--- config.mk ---
export PLATFORM = sky130hd
export DESIGN_NAME = calc_core
export DESIGN_NICKNAME = d
export VERILOG_FILES = /design/src/rtl/calc_pkg.sv /design/src/rtl/calc_divider.sv /design/src/rtl/calc_core.sv
export SDC_FILE = /design/constraint.sdc
export NUM_CORES = 2
export LEC_CHECK = 0
export CAP_MARGIN = 20
export CORE_AREA = 2 2 260 262
export DETAILED_ROUTE_END_ITERATION = 10
export DIE_AREA = 0 0 262 264
export PLACE_DENSITY_LB_ADDON = 0.05
export SLEW_MARGIN = 20
export SYNTH_ARGS = -nofsm -noshare
export SYNTH_HDL_FRONTEND = slang
export SYNTH_HIERARCHICAL = 1
export SYNTH_SLANG_ARGS = --single-unit
--- constraint.sdc ---
create_clock -name clk -period 22.1 [get_ports clk]
set_clock_uncertainty 0.2 [all_clocks]
set_input_delay 3.315 -clock clk [delete_from_list [all_inputs] [get_ports clk]]
set_output_delay 3.315 -clock clk [all_outputs]
set_load 0.02 [all_outputs]
--- src/rtl/calc_pkg.sv ---
// Shared definitions for the keypad calculator engine: key codes, pending
// operator encoding and the display-limit helper.
package calc_pkg;

    localparam logic [4:0] KEY_BKSP = 5'd10;
    localparam logic [4:0] KEY_CLR  = 5'd11;
    localparam logic [4:0] KEY_ADD  = 5'd12;
    localparam logic [4:0] KEY_SUB  = 5'd13;
    localparam logic [4:0] KEY_MUL  = 5'd14;
    localparam logic [4:0] KEY_DIV  = 5'd15;
    localparam logic [4:0] KEY_EQ   = 5'd16;
    localparam logic [4:0] KEY_NEG  = 5'd17;

    typedef enum logic [2:0] {
        OP_LOAD = 3'd0,
        OP_ADD  = 3'd1,
        OP_SUB  = 3'd2,
        OP_MUL  = 3'd3,
        OP_DIV  = 3'd4
    } op_t;

    // Largest magnitude representable with the given number of decimal digits.
    function automatic longint calc_lim(input int unsigned digits);
        longint v;
        v = 1;
        for (int unsigned i = 0; i < digits; i++) v = v * 10;
        return v - 1;
    endfunction

endpackage

--- src/rtl/calc_divider.sv ---
// W-bit signed restoring divider: one quotient bit per cycle, W iterations,
// operating on magnitudes with the sign applied to the final quotient.
module calc_divider #(
    parameter int W = 24
) (
    input  logic                clk,
    input  logic                rst,
    input  logic                start,
    input  logic                abort,
    input  logic signed [W-1:0] dividend,
    input  logic signed [W-1:0] divisor,
    output logic                done,
    output logic signed [W-1:0] quotient
);

    localparam int CW = $clog2(W + 1);

    logic [W-1:0]  q;
    logic [W-1:0]  rem;
    logic [W-1:0]  dvs;
    logic          neg;
    logic [CW-1:0] count;
    logic [W:0]    shifted;
    logic [W:0]    trial;

    // One restoring step: shift in the next dividend bit and try a subtract.
    always_comb begin
        shifted = {rem, q[W-1]};
        trial   = shifted - {1'b0, dvs};
    end

    // Load magnitudes on start, iterate W times, pulse done after the last step.
    always_ff @(posedge clk) begin
        if (rst || abort) begin
            q     <= '0;
            rem   <= '0;
            dvs   <= '0;
            neg   <= 1'b0;
            count <= '0;
            done  <= 1'b0;
        end else begin
            done <= 1'b0;
            if (start) begin
                q     <= dividend[W-1] ? -dividend : dividend;
                dvs   <= divisor[W-1]  ? -divisor  : divisor;
                neg   <= dividend[W-1] ^ divisor[W-1];
                rem   <= '0;
                count <= CW'(W);
            end else if (count != '0) begin
                if (!trial[W]) begin
                    rem <= trial[W-1:0];
                    q   <= {q[W-2:0], 1'b1};
                end else begin
                    rem <= shifted[W-1:0];
                    q   <= {q[W-2:0], 1'b0};
                end
                count <= count - 1'b1;
                done  <= (count == CW'(1));
            end
        end
    end

    assign quotient = neg ? -q : q;

endmodule

--- src/rtl/calc_core.sv ---
// Keypad calculator arithmetic engine: signed entry register, accumulator with
// infix pending-operator semantics, range/overflow and divide-by-zero errors.
// Optional feature macro: CALC_DIV_EN enables the sequential divider and the
// DIV operator; without it the DIV key is a no-op and busy is tied low.
module calc_core import calc_pkg::*; #(
    parameter int DIGITS = 6,
    parameter int W      = 24
) (
    input  logic                clk,
    input  logic                rst,
    input  logic                key_valid,
    input  logic [4:0]          key_code,
    output logic signed [W-1:0] disp_val,
    output logic                disp_neg,
    output logic                err,
    output logic                busy,
    output logic [2:0]          op_pend
);

    typedef logic signed [2*W-1:0] wide_t;

    localparam wide_t                LIM_W      = (2*W)'(calc_lim(DIGITS));
    localparam logic [W-1:0]         APPEND_LIM = W'((calc_lim(DIGITS) + 1) / 10);
    localparam logic signed [W-1:0]  TEN        = W'(10);

    logic signed [W-1:0] entry;
    logic signed [W-1:0] acc;
    op_t                 pend;
    logic                dirty;

    logic                clr;
    logic                digit;
    logic                is_op;
    op_t                 new_op;
    logic [W-1:0]        ent_mag;
    logic [W-1:0]        app_mag;
    logic signed [W-1:0] app_val;
    logic signed [W-1:0] bksp_val;
    wide_t               a_w;
    wide_t               e_w;
    wide_t               r;
    logic                r_ovf;

    // Key decode: classify the incoming code and map operators to op_t.
    always_comb begin
        clr    = key_valid && (key_code == KEY_CLR);
        digit  = (key_code <= 5'd9);
        is_op  = 1'b1;
        new_op = OP_LOAD;
        case (key_code)
            KEY_ADD: new_op = OP_ADD;
            KEY_SUB: new_op = OP_SUB;
            KEY_MUL: new_op = OP_MUL;
`ifdef CALC_DIV_EN
            KEY_DIV: new_op = OP_DIV;
`endif
            KEY_EQ:  new_op = OP_LOAD;
            default: is_op  = 1'b0;
        endcase
    end

    // Entry editing candidates and the pending-operator result with range check.
    always_comb begin
        ent_mag  = entry[W-1] ? -entry : entry;
        app_mag  = ent_mag * W'(10) + W'(key_code);
        app_val  = entry[W-1] ? -app_mag : app_mag;
        bksp_val = entry / TEN;
        a_w      = {{W{acc[W-1]}}, acc};
        e_w      = {{W{entry[W-1]}}, entry};
        case (pend)
            OP_ADD:  r = a_w + e_w;
            OP_SUB:  r = a_w - e_w;
            OP_MUL:  r = a_w * e_w;
            default: r = e_w;
        endcase
        r_ovf = (r > LIM_W) || (r < -LIM_W);
    end

`ifdef CALC_DIV_EN
    logic                div_busy;
    logic                div_start;
    logic                div_done;
    logic signed [W-1:0] div_q;

    assign div_start = key_valid && !err && !div_busy && !clr && is_op && dirty
                       && (pend == OP_DIV) && (entry != '0);
    assign busy = div_busy;

    calc_divider #(.W(W)) u_div (
        .clk      (clk),
        .rst      (rst),
        .start    (div_start),
        .abort    (clr),
        .dividend (acc),
        .divisor  (entry),
        .done     (div_done),
        .quotient (div_q)
    );
`else
    assign busy = 1'b0;
`endif

    // Calculator state update: reset/CLR, division completion, then key handling.
    always_ff @(posedge clk) begin
        if (rst || clr) begin
            entry    <= '0;
            acc      <= '0;
            pend     <= OP_LOAD;
            dirty    <= 1'b0;
            err      <= 1'b0;
            disp_val <= '0;
`ifdef CALC_DIV_EN
            div_busy <= 1'b0;
        end else if (div_busy) begin
            if (div_done) begin
                div_busy <= 1'b0;
                acc      <= div_q;
                disp_val <= div_q;
            end
`endif
        end else if (key_valid && !err) begin
            if (digit) begin
                if (ent_mag < APPEND_LIM) begin
                    entry    <= app_val;
                    disp_val <= app_val;
                end
                dirty <= 1'b1;
            end else if (key_code == KEY_BKSP) begin
                entry    <= bksp_val;
                disp_val <= bksp_val;
                dirty    <= 1'b1;
            end else if (key_code == KEY_NEG) begin
                entry    <= -entry;
                disp_val <= -entry;
                dirty    <= 1'b1;
            end else if (is_op) begin
                pend <= new_op;
                if (dirty) begin
                    entry <= '0;
                    dirty <= 1'b0;
                    // A pending DIV hands off to the divider; every other op resolves here.
`ifdef CALC_DIV_EN
                    if (pend == OP_DIV) begin
                        if (entry == '0) begin
                            err      <= 1'b1;
                            disp_val <= '0;
                        end else begin
                            div_busy <= 1'b1;
                        end
                    end else
`endif
                    if (r_ovf) begin
                        err      <= 1'b1;
                        disp_val <= '0;
                    end else begin
                        acc      <= r[W-1:0];
                        disp_val <= r[W-1:0];
                    end
                end
            end
        end
    end

    assign disp_neg = disp_val[W-1];
    assign op_pend  = pend;

endmodule

# Word level (Yosys, flattened, before mapping)
# Cells that the tools add are included.
# classes
div	1
n_bitwise	4
n_mul	2
eq_ne	11
n_reduce_logical	13
addsub	5
order_cmp	4
muxes	21
# op_table
op	n
$mux W24	14
$pmux W48 S3	1
$gt A48 B21 Y1 const B	1
$lt A48 B21 Y1 const B	1
$mul A24 B24 Y48	1
$neg A24 Y24	2
$add A24 B24 Y25	1
$eq A5 B4 Y1 const B	5
$sub A24 B24 Y25	1
$add A24 B5 Y24	1
$div A24 B5 Y24 const B	1
$lt A24 B17 Y1 const B	1
$mul A24 B3 Y23 const B	1
$reduce_and A7 Y1	2
$eq A5 B5 Y1 const B	2
$reduce_bool A4 Y1	2
$eq A3 B2 Y1 const B	2
$pmux W2 S3	1
$le A5 B4 Y1 const B	1
$mux W1	5
$reduce_and A5 Y1	1
$not A1 Y1	4
$reduce_and A4 Y1	1
$reduce_or A4 Y1	1
6 further kinds	8
# totals
output_inout_bits	30
register_bits	77

# Depth between registers and ports, before layout
# logic_depth
depth_word	10
depth_mapped	51

# Worst setup path before layout
# No wires, ideal clock.
# synth_timing
path_type	register to register
from	register entry[0]
to	register entry[20]
setup_time_ps	116
t_required_ps	21784
path_buffers	7
path_stages_with_launch	46
arrival_ps	10771
path_slack_ps	11013
synth_period_minus_slack_ps	11087
path_cell_list	dfxtp_1 > clkbuf_1 > clkbuf_1 > inv_1 > ha_1 > or3b_1 > buf_2 > or2_1 > buf_6 > o31ai_4 > xnor2_2 > inv_2 > buf_2 > o311ai_0 > a31oi_1 > maj3_2 > a2111oi_4 > nor2_1 > [... 10 more ...] > a221oi_1 > nor2_2 > or3_1 > a32o_1 > o21ai_2 > a2111oi_1 > nor2_2 > o21ai_0 > a22o_1 > maj3_2 > a21oi_1 > ha_1 > o21ai_1 > nor4_2 > nand2_1 > mux2i_1 > a221o_2 > and3_1
# synth_between
elab_chain_cells	8
# synth_rtl
element	line_no	text
start, declared	calc_core.sv:26	logic signed [W-1:0] entry;
start signal, assigned	calc_core.sv:124	entry <= app_val;
start signal, assigned	calc_core.sv:129	entry <= bksp_val;
start signal, assigned	calc_core.sv:133	entry <= -entry;
branches (longest 8 deep; another with $div A24 B5 Y24)	--	
# Parallel ways; which one is timed is not known. The select of a mux whose other input is x is not followed.
# A chain may end at the register's enable or synchronous reset.

# Worst setup path in the final report
# layout_timing
from	register entry[0]
to	register disp_val[20]
# layout_between
elab_chain_cells	10
# layout_rtl
element	line_no	text
branches (longest 10 deep; another with $div A24 B5 Y24)	--	
end signal, assigned	calc_core.sv:125	disp_val <= app_val;
end signal, assigned	calc_core.sv:130	disp_val <= bksp_val;
end signal, assigned	calc_core.sv:134	disp_val <= -entry;
end, declared	calc_core.sv:13	output logic signed [W-1:0] disp_val,
# Parallel ways; which one is timed is not known. The select of a mux whose other input is x is not followed.

==> metrics.txt <==
outcome complete, no violations; initial cell density of the core between 40% and 50%; Slew headroom approximately a quarter; WHS between 200 and 300 ps; Power Dens Cells between 60 and 70 nW/um^2; ANT nets after route 0; CP endpoint disp_val[20]; Internal 932.1 uW; setup_tns 0 ps; Sw Ratio approximately three fifths; final setup violation count 0; # DRC 0; R2R Path Start entry[0]; vias after detailed routing about 27000; Buffers on Ports 35; crit start category flip-flop; largest cells by area after synthesis fa_1, ha_1, inv_1; placed cell count 4711; FFs w/ async S/R, synth 0%; Worst path slowest cell a2bb2oi_1; overall routing resource usage slightly above 30%; share of layout cells above drive strength 1 4.722%; FF-to-FF path depth 39; Worst-Skew Late Latency approximately 340 ps; crit path DAT roughly 13000 ps; clk slew on worst S/H paths ~60 ps; design area about 34000 sq um; hold path startpoint disp_val[3]; Distinct cells, synth 121; CP Class reg2reg; HPWL Detailed around 80 mm; area grow syn2layout 4.522%; drt pass-1 iters 6; Seq/Total Area, Yosys approximately 4.6%; total CTS buffers 9; switching pwr 1.420 mW; leak pwr between 15 and 20 nW; met2 Use GR around half; Die Ht around 260 microns; Placer Congestion 0.8987; Root Buffer clkbuf_16; cts hold-fix bufs 0; GRT met3 Usage around 2%; Yosys warnings 6; fin nets roughly 4700; max-slew violation count 0; Worst setup EP type flip-flop; Worst Hold Class reg2reg; Comb power frac ~87%; total core area roughly 67000 sq um; synthesized flop and latch total 76; endpoint of the worst register-to-register path disp_val[20]; top-area cell type share of the netlist area ~37%; # fillers roughly 6500; Avg Synthesized Cell Area between 8 and 9 sq um; initial antenna violation count 0; grt total ovfl 0; post-DR vias/cell ~5.8; first-pass GRT wire length ~160 mm; largest net degree at the start of global routing between 60 and 70; RSZ-0062 raised after global routing false; critical path startpoint entry[0]; Syn Inst Count approximately 3900; FF-to-FF setup slack ~8600 ps; final non-filler cell total roughly 4700; GRT met1 Usage between 40% and 50%; drt first-iter violations a little over 2000; Sink Count 76; io pins 38; Post-CTS Setup Inserts 0; H-tree depth 3; fmax ~74 MHz; area of placed instances between 30000 and 40000 sq um; sequential share of power under 10%; ANT cells 0; Tcrit/Tclk final between 60 and 70%; Clock Power Share under 10%; die area about 69000 sq um; Synth Cell Area 32950 sq um; Routed WL just over 100 mm; die width around 260 microns; Worst Max-Slew Pin Slew approximately 1100 ps; Min Clock Period, post-route around 13000 ps; slowest cell delay on critical path just over 900 ps; post-CTS sizing 0; Crit Path Max Fanout 28; Rows between 90 and 100; Max VDD drop between 0.0001 and 0.00015 V; Data required, critical path 22100 ps; Clock Tree Buf Depth 2; top cell type by total area after synthesis fa_1; EDFF count, synth 0; max cap viols 0; vias in the first global route about 28000; Synth Flop Type dfxtp_1; CTS tree built; final hold violations 0; average wire per standard cell approximately 22 microns; global route hottest layer met2
## cells in the final DEF, fill, tap and decap left out, types with 47 or more instances in the layout
cell / n
a21oi_1: 172
and2_1: 199
buf_4: 78
dfxtp_1: 73
fa_1: 611
ha_1: 230
inv_1: 676
nand2_1: 491
nand3_1: 51
nor2_1: 178
nor3_1: 47
o21ai_0: 165
xnor2_1: 157
## power by group through the flow
stage                     combinational, mW  clock, mW  sequential, mW
final                                  2.04      0.160           0.155
after global routing                   2.21      0.167           0.156
after CTS                              2.00      0.160           0.155
after detailed placement               1.99          0           0.158
after global placement                 2.02          0           0.158
after floorplan                        1.57          0           0.159
## synthesized netlist by cell type (14+ instances only)
cell	n
mux2i_1	20
or3_1	32
buf_1	23
nor2_1	178
fa_1	611
xor2_1	40
and2_1	199
o21ai_0	165
nand2_1	491
inv_1	676
a31oi_1	26
dfxtp_1	76
a21oi_1	173
o211ai_1	28
xnor2_1	157
a21o_1	21
o31ai_1	14
nand3_1	51
nand2b_1	42
nand4_1	20
and3_1	41
ha_1	230
a211oi_1	23
nor3_1	47
a221oi_1	16
clkbuf_1	171
nor4_1	17
a21boi_0	16
## through the flow
step	utilization, %	power [mW]	setup WS (ps)
CTS	51.74	2.315	8839
global placement	51.27	2.174	9014
finish	51.74	2.352	8634
detailed placement	51.27	2.149	8867
floorplan	-	1.724	11010
global route	51.74	2.531	7661
## layer usage
metal	vias to the layer above	share of wire [%]
li1	12520	-
met1	13870	45
met2	856	47
met3	122	5.1
met4	0	2.8
met5	-	0
## logic make-up after synthesis
| kind of cell | Yosys count | share of synthesized area, % |
|---|---|---|
| AND/OR/NAND/NOR | 1186 | 17.51 |
| adder cells (fa/ha/maj) | 844 | 45.95 |
| flip-flops | 76 | 4.617 |
| buffers and inverters | 902 | 10.53 |
| XOR/XNOR | 199 | 5.335 |
| AO/OA/AOI/OAI | 700 | 14.73 |
| multiplexers | 31 | 1.325 |
| other | 1 | 0.01138 |
## registers in the layout, summed over array words and instances, names as in the netlist
register and cells:
disp_val 24, entry 24, err 1, acc 24, op_pend 2, dirty 1
## how the worst min path moves through the flow
stage / to / slack, ps / cells after the start
2_1_floorplan: dirty / 240 / 2
3_3_place_gp: dirty / 250 / 2
3_5_place_dp: dirty / 260 / 2
4_1_cts: dirty / 270 / 2
5_1_grt: dirty / 300 / 2
6_report: disp_val[3] / 280 / 2
## worst max-delay path, delay by kind of cell, from the launching register on
family	cells	cell delay [ps]
AO/OA/AOI/OAI	23	8080
AND/OR/NAND/NOR	7	2170
adder cells (fa/ha/maj)	3	890
buffers and inverters	3	700
XOR/XNOR	2	690
flip-flops	1	410
multiplexers	1	160
## final cells by class
| type | instances | area [sq um] | area share (%) |
|---|---|---|---|
| flip-flops and latches | 76 | 1525 | 4.428 |
| repair buffers | 113 | 935.9 | 2.717 |
| clock buffers | 10 | 229.0 | 0.6648 |
| inverters | 687 | 2579 | 7.487 |
| multi-input cells | 2962 | 27990 | 81.27 |
| clock inverters | 6 | 88.84 | 0.2579 |
| well taps | 873 | 1092 | 3.171 |
Note: power is estimated with default switching activity, not from simulation.
